**src/rtl/multicycle_ctrl_unit.sv**
```systemverilog
// Multicycle control FSM: decodes an RV32I subset from the latched IR and sequences FETCH/DECODE/EXEC/MEM/WB.
// Latency: R/I 4 cycles, LW 5 + wait, SW 4 + wait, branch 3; outputs are decoded from registered state and IR.
// Backpressure: mem_wait holds the FSM in MEM with stable outputs; optional ILLEGAL_TRAP_EN halts on illegal instructions.
module multicycle_ctrl_unit #(
  parameter int XLEN     = 32,
  parameter int ALUOP_W  = 4,
  parameter int STATUS_W = 5,
  parameter int CNT_W    = 16
) (
  input  logic                clk,
  input  logic                rst,
  input  logic [XLEN-1:0]     instr,
  input  logic [STATUS_W-1:0] status,
  input  logic                mem_wait,
  output logic                pcsrc,
  output logic                alusrc,
  output logic [ALUOP_W-1:0]  aluop,
  output logic                memrw,
  output logic                wb,
  output logic                regrw,
  output logic [1:0]          immgen_ctrl,
  output logic                ir_load,
  output logic                pc_write,
  output logic [2:0]          state_o,
  output logic                halted,
  output logic [CNT_W-1:0]    instret
`ifdef ILLEGAL_TRAP_EN
  ,
  output logic                illegal
`endif
);

  typedef enum logic [2:0] {
    ST_FETCH  = 3'd0,
    ST_DECODE = 3'd1,
    ST_EXEC   = 3'd2,
    ST_MEM    = 3'd3,
    ST_WB     = 3'd4,
    ST_HALT   = 3'd5
  } state_t;

  localparam logic [ALUOP_W-1:0] ALU_ADD = ALUOP_W'(4'b0000);
  localparam logic [ALUOP_W-1:0] ALU_XOR = ALUOP_W'(4'b0001);
  localparam logic [ALUOP_W-1:0] ALU_AND = ALUOP_W'(4'b0010);
  localparam logic [ALUOP_W-1:0] ALU_OR  = ALUOP_W'(4'b0011);
  localparam logic [ALUOP_W-1:0] ALU_SL  = ALUOP_W'(4'b0101);
  localparam logic [ALUOP_W-1:0] ALU_SR  = ALUOP_W'(4'b0110);
  localparam logic [ALUOP_W-1:0] ALU_SUB = ALUOP_W'(4'b0111);

  state_t      state;
  logic [31:0] ir;

  logic [6:0] opc;
  logic [2:0] f3;
  logic [6:0] f7;
  logic       is_r, is_i, is_lw, is_sw, is_br, is_ecall;
  logic       alu_f3_ok, br_f3_ok, r_f7_ok, ill;
  logic       br_taken;
  logic [ALUOP_W-1:0] op_dec;
  logic       unused_bits;

  assign opc = ir[6:0];
  assign f3  = ir[14:12];
  assign f7  = ir[31:25];

  assign is_r     = (opc == 7'b0110011);
  assign is_i     = (opc == 7'b0010011);
  assign is_lw    = (opc == 7'b0000011);
  assign is_sw    = (opc == 7'b0100011);
  assign is_br    = (opc == 7'b1100011);
  assign is_ecall = (opc == 7'b1110011);

  // 010/011 have no ALU mapping; only SUB may carry funct7 0100000.
  assign alu_f3_ok = (f3 != 3'b010) && (f3 != 3'b011);
  assign br_f3_ok  = (f3 == 3'b000) || (f3 == 3'b001) || (f3 == 3'b100) || (f3 == 3'b101);
  assign r_f7_ok   = (f7 == 7'b0000000) || ((f7 == 7'b0100000) && (f3 == 3'b000));
  assign ill = !((is_r && alu_f3_ok && r_f7_ok) || (is_i && alu_f3_ok) ||
                 is_lw || is_sw || (is_br && br_f3_ok) || is_ecall);

  // Branch condition from Z (bit 0), N (bit 1) and V (bit 3); C is not needed.
  always_comb begin
    br_taken = 1'b0;
    unique case (f3)
      3'b000:  br_taken = status[0];
      3'b001:  br_taken = !status[0];
      3'b100:  br_taken = status[1] ^ status[3];
      3'b101:  br_taken = !(status[1] ^ status[3]);
      default: br_taken = 1'b0;
    endcase
  end

  // ALU operation for the latched instruction; loads/stores use ADD for address generation.
  always_comb begin
    op_dec = ALU_ADD;
    if (is_r || is_i) begin
      unique case (f3)
        3'b000:  op_dec = (is_r && ir[30]) ? ALU_SUB : ALU_ADD;
        3'b100:  op_dec = ALU_XOR;
        3'b111:  op_dec = ALU_AND;
        3'b110:  op_dec = ALU_OR;
        3'b001:  op_dec = ALU_SL;
        3'b101:  op_dec = ALU_SR;
        default: op_dec = ALU_ADD;
      endcase
    end else if (is_br) begin
      op_dec = ALU_SUB;
    end
  end

  // Register operand fields and C/reserved flags are datapath concerns, not control.
  assign unused_bits = ^{ir[24:15], ir[11:7], status[2], status[STATUS_W-1:4]};

  // Moore output decode; rst forces every output low, and the illegal-NOP WB suppresses regrw.
  always_comb begin
    pcsrc       = 1'b0;
    alusrc      = 1'b0;
    aluop       = '0;
    memrw       = 1'b0;
    wb          = 1'b0;
    regrw       = 1'b0;
    immgen_ctrl = 2'b00;
    ir_load     = 1'b0;
    pc_write    = 1'b0;
    state_o     = 3'd0;
    halted      = 1'b0;
    if (!rst) begin
      state_o = state;
      if ((state == ST_EXEC || state == ST_MEM || state == ST_WB) && !ill) begin
        aluop       = op_dec;
        alusrc      = is_i || is_lw || is_sw;
        immgen_ctrl = is_sw ? 2'b01 : (is_br ? 2'b10 : 2'b00);
      end
      unique case (state)
        ST_FETCH: ir_load = 1'b1;
        ST_EXEC: begin
          if (is_br) begin
            pc_write = 1'b1;
            pcsrc    = br_taken;
          end
        end
        ST_MEM: begin
          memrw    = is_sw;
          pc_write = is_sw && !mem_wait;
        end
        ST_WB: begin
          regrw    = !ill;
          wb       = is_lw;
          pc_write = 1'b1;
        end
        ST_HALT: halted = 1'b1;
        default: ;
      endcase
    end
  end

  // State sequencing, IR latch and retired-instruction counter.
  always_ff @(posedge clk) begin
    if (rst) begin
      state   <= ST_FETCH;
      ir      <= '0;
      instret <= '0;
`ifdef ILLEGAL_TRAP_EN
      illegal <= 1'b0;
`endif
    end else begin
      if (pc_write) instret <= instret + 1'b1;
      unique case (state)
        ST_FETCH: begin
          ir    <= instr[31:0];
          state <= ST_DECODE;
        end
        ST_DECODE: begin
          if (is_ecall) begin
            state <= ST_HALT;
          end else if (ill) begin
`ifdef ILLEGAL_TRAP_EN
            state   <= ST_HALT;
            illegal <= 1'b1;
`else
            state <= ST_WB;
`endif
          end else begin
            state <= ST_EXEC;
          end
        end
        ST_EXEC: begin
          if (is_br)               state <= ST_FETCH;
          else if (is_lw || is_sw) state <= ST_MEM;
          else                     state <= ST_WB;
        end
        ST_MEM: begin
          if (!mem_wait) state <= is_sw ? ST_FETCH : ST_WB;
        end
        ST_WB:   state <= ST_FETCH;
        ST_HALT: state <= ST_HALT;
        default: state <= ST_FETCH;
      endcase
    end
  end

endmodule

```
**config.mk**
```make
export PLATFORM = sky130hd
export DESIGN_NAME = multicycle_ctrl_unit
export DESIGN_NICKNAME = d
export VERILOG_FILES = /design/src/rtl/multicycle_ctrl_unit.sv
export SDC_FILE = /design/constraint.sdc
export NUM_CORES = 1
export LEC_CHECK = 0
export ABC_AREA = 1
export BUFFER_PORTS_ARGS = -buffer_cell sky130_fd_sc_hd__buf_4
export CORE_MARGIN = 8
export CORE_UTILIZATION = 30
export CTS_BUF_LIST = sky130_fd_sc_hd__clkbuf_2
export DETAILED_ROUTE_END_ITERATION = 8
export GPL_ROUTABILITY_DRIVEN = 0
export GPL_TIMING_DRIVEN = 0
export SKIP_LAST_GASP = 1
export SLEW_MARGIN = 40
export SYNTH_ARGS = -nofsm -noshare
export SYNTH_HDL_FRONTEND = slang
export SYNTH_SLANG_ARGS = --single-unit
export TNS_END_PERCENT = 100
```
**constraint.sdc**
```tcl
create_clock -name clk -period 2.73 [get_ports clk]
set_input_delay 0.273 -clock clk [delete_from_list [all_inputs] [get_ports clk]]
set_output_delay 0.273 -clock clk [all_outputs]
set_load 0.01 [all_outputs]
```
Word-level counts from Yosys, hierarchy flattened. Cells that the tools add are included.

Word-level logic and storage cells: 92. Register bits after elaboration: 51. Output and inout port bits: 33. Bits of input ports: 40.

Bitwise logic cells: 1. Reduce and logical (&&, ||, !) cells: 30. Equal/unequal tests: 20. Add/sub/neg operators: 1. Muxes and demuxes: 37.

Operator list (count): 2-to-1 mux 3 bit (9); == test 7 x 6 -> 1 bit (second input constant) (3); == test 3 bit (second input constant) (6); case mux 3 bit (6 select lines) (1); 2-to-1 mux 1 bit (17); adder 16 x 1 -> 16 bit (second input constant) (1); logical OR 1 bit (15); case mux 3 bit (5 select lines) (1); == test 7 bit (second input constant) (2); 2-to-1 mux 4 bit (3); logical AND 1 bit (9); 2-to-1 mux 2 bit (4); == test 7 x 2 -> 1 bit (second input constant) (1); == test 7 x 5 -> 1 bit (second input constant) (1); zero test 7 bit (1); == test 3 x 1 -> 1 bit (second input constant) (2); == test 3 x 2 -> 1 bit (second input constant) (2); zero test 3 bit (2); != test 3 x 2 -> 1 bit (second input constant) (2); case mux 1 bit (4 select lines) (1); zero test 1 bit (3); case mux 1 bit (3 select lines) (1); != test 2 bit (second input constant) (1); XOR 1 bit (1).

Depth between registers and ports, before layout. Gate-level depths: netlist of run 1.

Depth in word-level cells: 12. Gate-level depth with buffers: 10. Gate-level depth less buffers: 10.

Worst setup path after synthesis of run 1. No wires, ideal clock.

Path type: flip-flop to output port. Start point: register ir[1]. End point: output port aluop[0]. Slack: 1208 ps. Data required time: 2457 ps. Path buffers: 0. Arrival time: 1249 ps. Stages on the path, launching flop included: 9. Cells stage by stage: dfxtp_1 nand2_1 inv_1 nand2_4 nor3_1 nor2_1 nand3_2 o211ai_1 nor2_1.

Cells in the longest elaborated chain, start to end: 11. Elaborated cells on any way between the ends: 24. Those cells by class: eq/ne (6); mux (6); reduce/logical (12).

RTL lines: from (decl) (line 51) `logic [31:0] ir;`; from (signal assigned) (line 169) `ir <= instr[31:0];`; branches (longest 9 deep; another with == test 7 x 6 -> 1 bit); 2-to-1 mux 4 bit (*) (line 128) `if ((state == ST_EXEC || state == ST_MEM || state == ST_WB) && !ill) begin`; 2-to-1 mux 4 bit (*) (line 126) `if (!rst) begin`; to (decl) (line 17) `output logic [ALUOP_W-1:0] aluop,`.

Every way passes the cells marked *.

Worst setup path after layout of run 1.
Start point: register state[0]. End point: output port alusrc.

Cells in the longest elaborated chain, start to end: 6. Elaborated cells on any way between the ends: 8. Those cells by class: eq/ne (3); mux (2); reduce/logical (3).

RTL lines: from (decl) (line 50) `state_t state;`; from (signal assigned) (line 192) `if (!mem_wait) state <= is_sw ? ST_FETCH : ST_WB;`; == test 3 x 2 -> 1 bit (line 128); logical OR 1 bit (line 128); logical OR 1 bit (*) (line 128); logical AND 1 bit (*) (line 128); 2-to-1 mux 1 bit (*) (line 128); 2-to-1 mux 1 bit (*) (line 126); to (decl) (line 16) `output logic alusrc,`.

Every way passes the cells marked *; elsewhere a longest branch is shown, timed or not.

==> impl_metrics.py, run 1 <==
metrics = {
    "cts": {
        "root_buffer": "clkbuf_2",
        "clk_latency_ns": 0.41,
        "clk_path_buf_depth": 2,
        "cts_sinks": 36,
        "htreeDepth": 2,
        "ctsHoldBuffers": 0,
        "cts_buffers": 5,
        "cts_tree": "done",
        "post_cts_buffers": 0,
        "post_cts_resized": 0,
        "path_clk_slew_ns": 0.22,
    },
    "drt": {
        "wl_per_cell_um": 12.6,
        "routed_wirelength_mm": 6.41,
        "drtAntennaViolNets": 0,
        "dr.first_iter.drc_count": 116,
        "drc": 0,
        "via_count": 2360,
        "via_per_inst": 4.65,
        "firstDrtPassIters": 4,
    },
    "sta": {
        "fin_skew_ns": 0.0216,
        "rsz0062_at_grt": "false",
        "fin_crit_ns": 2.32,
        "fin_crit_sh_pct": 85.0,
        "holdWs_ns": 0.105,
        "slew_violations": 0,
        "max_slew_margin_pct": 54.6,
        "max_freq_ghz": 0.431,
        "fin_ws_ns": 0.409,
        "setup_viol": 0,
        "tns_ns": 0,
        "tightestPinTransition_ns": 0.682,
        "hold_viol": 0,
    },
    "power_and_ir_drop": {
        "ir_worst_vdd_v": 0.000324,
        "p_total_mw": 1.42,
        "p_per_area_nw_per_um2": 491,
        "leakagePower_nw": 1.29,
    },
    "global_route": {
        "grt.total_usage_pct": 11.8,
        "antenna_found_initial": 0,
        "grt_pass1_wl_mm": 10.7,
        "overflow": 0,
        "grt_max_degree": 14,
        "grt_pass1_vias": 2303,
    },
    "critical_path": {
        "startpoint": "state[0]",
        "cp_cell_sequence": "nor2_4 -> nand2_4 -> a21oi_4 -> buf_6 -> nand3b_1 -> nor2_1 -> buf_4",
        "cp_max_fo": 10,
        "rrSetupSlack_ns": 1.15,
        "cp-end-kind": "primary output",
        "worstSetupPathType": "register to primary output",
        "critPathLaunchType": "register",
        "critPathArrivalTime_ns": 2.05,
        "critPathRequiredTime_ns": 2.46,
        "r2r-start": "instret[0]",
        "worst_path_max_delay_cell": "dfxtp_1",
        "cpPeakStageDelay_ns": 0.42,
    },
    "min_path": {
        "hold_class": "input port to register",
        "min-delay-start": "instr[13]",
    },
    "synth": {
        "ys_async_sr_fraction_pct": 0,
        "synth_edf_count": 0,
        "ys_warn_count": 0,
        "synth_cell_types": 34,
        "syn_avg_cell_area_um2": 6.70,
        "synth-seq-cells": 36,
        "netlist_area_um2": 2310,
        "ys.flop_type": "dfxtp_1",
        "syn-num-nets": 386,
        "syn_inst": 345,
        "yosysSeqAreaShare_pct": 31.2,
    },
    "cells_and_area": {
        "n_antenna_cell": 0,
        "syn_to_final_growth_pct": 24.8,
        "final_core_util_pct": 37.9,
        "layout_commonest_cell": "nor2_1",
        "fin_cells": 508,
        "layout_common_cells": "67 x nor2_1, 61 x nand2_1, 54 x buf_4",
        "fin_area_um2": 2890,
        "fillCellCount": 836,
        "layout-drive-gt1-share_pct": 26.1,
        "nNetsFinal": 446,
    },
    "floorplan": {
        "dieHeight_um": 104,
        "io_pins": 73,
        "initial_core_util_pct": 30.4,
        "coreArea_um2": 7610,
        "die_w_um": 104,
        "rows": 32,
        "dieArea_um2": 10800,
    },
    "placed_design": {
        "placedCellCount": 500,
        "place_ws_ns": 0.875,
        "port_buffers": 53,
        "dpl.hpwl_mm": 5.12,
        "placed_area_um2": 2840,
    },
    "flow_run": {
        "maxCapViolCount": 0,
    },
    "status": {
        "outcome": "complete, no violations",
    },
}
-- registers in the layout (all words and copies together) (netlist names) --
name and cells:
ir 17, state 3, instret 16
-- layer usage --
metal,wire [um],track usage [%],vias up
li1,-,-,1237
met1,2870,14.0,1055
met2,3100,19.8,60
met3,376,3.78,8
met4,57,3.62,0
met5,0,0,-
-- path summary, 6_finish.rpt --
kind,cells past startpoint,endpoint
setup reg to reg,6,instret[6]
setup / recovery,7,alusrc
hold / removal,3,ir[13]
hold reg to reg,2,ir[0]
-- power by group --
| part | internal [mW] | switching, mW |
|---|---|---|
| logic | 0.166 | 0.307 |
| registers | 0.602 | 0.0682 |
| clock network | 0.0637 | 0.208 |
| total | 0.833 | 0.584 |
-- area by class of cell --
| cell class | instances | area, um2 | area share, % |
|---|---|---|---|
| clock inverters | 3 | 23.8 | 0.824 |
| clock buffers | 5 | 25.0 | 0.867 |
| well taps | 102 | 128 | 4.42 |
| repair buffers | 53 | 398 | 13.8 |
| multi-input cells | 264 | 1390 | 48.2 |
| plain buffers | 12 | 77.6 | 2.69 |
| flip-flops and latches | 36 | 721 | 25.0 |
| inverters | 33 | 124 | 4.29 |
-- worst max-delay path: cells and delay by family, from the launching register on --
| family | cells | cell delay, ns |
|---|---|---|
| buffers and inverters | 2 | 0.36 |
| and+or+nand+nor | 4 | 0.51 |
| AOI/OAI and AO/OA | 1 | 0.35 |
| DFF | 1 | 0.42 |
-- cells in the mapped netlist (2+ instances only) --
library cell / instances / share of area (%)
a21oi_2: 9 / 3.4
buf_6: 2 / 0.97
nor3_1: 5 / 1.1
inv_1: 30 / 4.9
inv_2: 3 / 0.49
xnor2_1: 2 / 0.76
buf_2: 2 / 0.43
nand4_1: 3 / 0.81
a21oi_1: 19 / 4.1
nor2_4: 4 / 1.9
clkbuf_1: 5 / 0.81
nor2_1: 67 / 11
nand3_1: 30 / 6.5
nand2_4: 4 / 1.9
nand3b_1: 4 / 1.3
nand2_2: 9 / 2.4
nand2_1: 61 / 9.9
o21ai_0: 25 / 5.4
dfxtp_1: 36 / 31
xor2_1: 4 / 1.5
nand3_2: 5 / 2.2
nand3_4: 2 / 1.5
nor4_1: 2 / 0.54
and2_1: 2 / 0.54
-- cells by family after synthesis --
logic type,Yosys count,share of synthesized area (%)
other,1,0.162
AO/OA/AOI/OAI,56,14.3
XOR/XNOR,6,2.27
adder cells (fa/ha/maj),1,0.541
buffers and inverters,45,8.71
flip-flops,36,31.2
AND/OR/NAND/NOR,200,42.9
Power figures use the tool's default switching activity.
==> run 2, diff against run 1 <==
--- a/config.mk
+++ b/config.mk
@@ -8,11 +8,12 @@
 export ABC_AREA = 1
 export BUFFER_PORTS_ARGS = -buffer_cell sky130_fd_sc_hd__buf_4
 export CORE_MARGIN = 8
-export CORE_UTILIZATION = 30
+export CORE_UTILIZATION = 40
 export CTS_BUF_LIST = sky130_fd_sc_hd__clkbuf_2
 export DETAILED_ROUTE_END_ITERATION = 8
 export GPL_ROUTABILITY_DRIVEN = 0
 export GPL_TIMING_DRIVEN = 0
+export PLACE_DENSITY = 0.65
 export SKIP_LAST_GASP = 1
 export SLEW_MARGIN = 40
 export SYNTH_ARGS = -nofsm -noshare
==> run 2 against run 1 <==
Global-route usage increased by 3.2 points; utilization increased by 13 points; largest power group unchanged; worst setup slack got worse by 0.038 ns; wire length decreased by 2.3%.
==> impl_metrics.py, run 2 (synthesized netlist as in run 1, its figures left out) <==
metrics = {
    "status": {
        "outcome": "complete, no violations",
    },
    "drt": {
        "via_per_inst": 4.86,
        "drc": 0,
        "dr.first_iter.drc_count": 81,
        "wl_per_cell_um": 13.1,
        "drtAntennaViolNets": 0,
        "firstDrtPassIters": 4,
        "routed_wirelength_mm": 6.26,
        "via_count": 2325,
    },
    "cells_and_area": {
        "reg_top3": "ir: 17 flops, instret: 16 flops, state: 3 flops",
        "syn_to_final_growth_pct": 23.0,
        "top_register": "ir",
        "fin_cells": 478,
        "layout-drive-gt1-share_pct": 26.1,
        "largest_reg_flops": 17,
        "layout_common_cells": "67 x nor2_1, 61 x nand2_1, 54 x buf_4",
        "layout_commonest_cell": "nor2_1",
        "fillCellCount": 594,
        "fin_area_um2": 2840,
        "n_antenna_cell": 0,
        "nNetsFinal": 446,
    },
    "power_and_ir_drop": {
        "ir_worst_vdd_v": 0.000329,
        "pwr-share-comb_pct": 33.8,
        "p_switching_uw": 586,
        "p_seq_share_pct": 47.5,
        "p_per_area_nw_per_um2": 498,
        "p_sw_share_pct": 41.4,
        "leakagePower_nw": 1.30,
        "p_total_mw": 1.42,
        "p_clk_share_pct": 18.7,
        "p_int_uw": 831,
    },
    "critical_path": {
        "rrSetupSlack_ns": 1.14,
        "worst_path_max_delay_cell": "dfxtp_1",
        "cp_cell_sequence": "nand2_1 -> inv_1 -> nand2_4 -> nor3_1 -> nor2_1 -> nand3_2 -> o211ai_1 -> nor2_1 -> buf_4",
        "cpPeakStageDelay_ns": 0.38,
        "critPathLaunchType": "register",
        "r2r-start": "instret[0]",
        "worstSetupPathType": "register to primary output",
        "cp_max_fo": 4,
        "reg2regPathDepth": 6,
        "cp-end-kind": "primary output",
        "critPathArrivalTime_ns": 2.09,
        "r2r-end": "instret[6]",
        "path_common_cell": "nor2_1",
        "critPathRequiredTime_ns": 2.46,
    },
    "placed_design": {
        "placed_area_um2": 2800,
        "dpl.hpwl_mm": 4.89,
        "port_buffers": 53,
        "placedCellCount": 470,
    },
    "sta": {
        "rsz0062_at_grt": "false",
        "hold_viol": 0,
        "tightestPinTransition_ns": 0.615,
        "fin_crit_ns": 2.36,
        "fin_skew_ns": 0.0226,
        "tns_ns": 0,
        "max_freq_ghz": 0.424,
        "slew_violations": 0,
        "fin_crit_sh_pct": 86.4,
        "setup_viol": 0,
        "max_slew_margin_pct": 59.0,
    },
    "min_path": {
        "hold_class": "input port to register",
        "min_to": "ir[0]",
        "hold_depth": 3,
        "min-delay-start": "instr[0]",
    },
    "cts": {
        "htreeDepth": 2,
        "path_clk_slew_ns": 0.22,
        "post_cts_buffers": 0,
        "clk_path_buf_depth": 2,
        "cts_tree": "done",
        "ctsHoldBuffers": 0,
        "post_cts_resized": 0,
        "clk_latency_ns": 0.41,
        "cts_buffers": 5,
        "root_buffer": "clkbuf_2",
        "cts_sinks": 36,
    },
    "global_route": {
        "overflow": 0,
        "antenna_found_initial": 0,
        "grt.total_usage_pct": 15.0,
        "grt_pass1_vias": 2270,
        "grt_pass1_wl_mm": 10.5,
        "grt_max_degree": 13,
    },
    "floorplan": {
        "rows": 27,
        "die_w_um": 92.0,
        "dieArea_um2": 8470,
        "io_pins": 73,
        "coreArea_um2": 5540,
        "dieHeight_um": 92.0,
        "initial_core_util_pct": 41.7,
    },
    "flow_run": {
        "maxCapViolCount": 0,
    },
}
==> run 2: changes by cell type in the layout (fill, tap and decap cells not counted), sizes merged <==
cell      delta
clkinv       +2
clkinvlp     -2
==> run 2: area by class of cell <==
class,count,area [um2],share of cell area (%)
buffer,12,77.6,2.73
clock buffer,5,25.0,0.880
clock inverter,3,18.8,0.660
inverter,33,124,4.36
multi-input combinational,264,1390,48.9
sequential,36,721,25.3
tap,72,90.1,3.17
timing repair buffer,53,398,14.0
==> run 2: layer usage <==
metal	vias to the layer above	GRT usage [%]	part of all wire, %	wire length [um]
met5	-	0	0	0
met1	1035	17.1	44	2780
li1	1229	-	-	-
met3	7	4.89	6.1	383
met2	54	26.0	48	3030
met4	0	4.16	1.0	65
==> run 2: critical path, delay by kind of cell (launching register included) <==
| kind | cells | cell delay, ns |
|---|---|---|
| simple gates | 6 | 0.87 |
| flops | 1 | 0.38 |
| compound gates | 1 | 0.13 |
| buf+inv | 2 | 0.29 |
==> run 2: stage by stage <==
step / hold slack [ns] / utilization [%] / setup WS (ns)
final: 0.0935 / 51.3 / 0.371
after global placement: 0.462 / 50.5 / 0.916
after global routing: 0.0817 / 51.3 / 0.146
after CTS: 0.0807 / 51.3 / 0.393
after floorplan: 0.438 / - / 1.21
after detailed placement: 0.473 / 50.5 / 0.905
==> run 2: power groups by stage <==
stage | registers, mW | clock network (mW) | logic, mW
2_1_floorplan | 0.671 | 0 | 0.353
3_3_place_gp | 0.682 | 0 | 0.479
3_5_place_dp | 0.684 | 0 | 0.483
4_1_cts | 0.672 | 0.274 | 0.485
5_1_grt | 0.683 | 0.298 | 0.545
6_report | 0.673 | 0.265 | 0.479
==> run 2: worst max path at each step <==
stage / cells past startpoint / to / from
3_3_place_gp: 9 / aluop[1] / ir[0]
6_report: 9 / aluop[2] / ir[0]
4_1_cts: 9 / aluop[2] / ir[0]
2_1_floorplan: 8 / aluop[0] / ir[1]
3_5_place_dp: 9 / aluop[2] / ir[0]
5_1_grt: 9 / aluop[2] / ir[0]
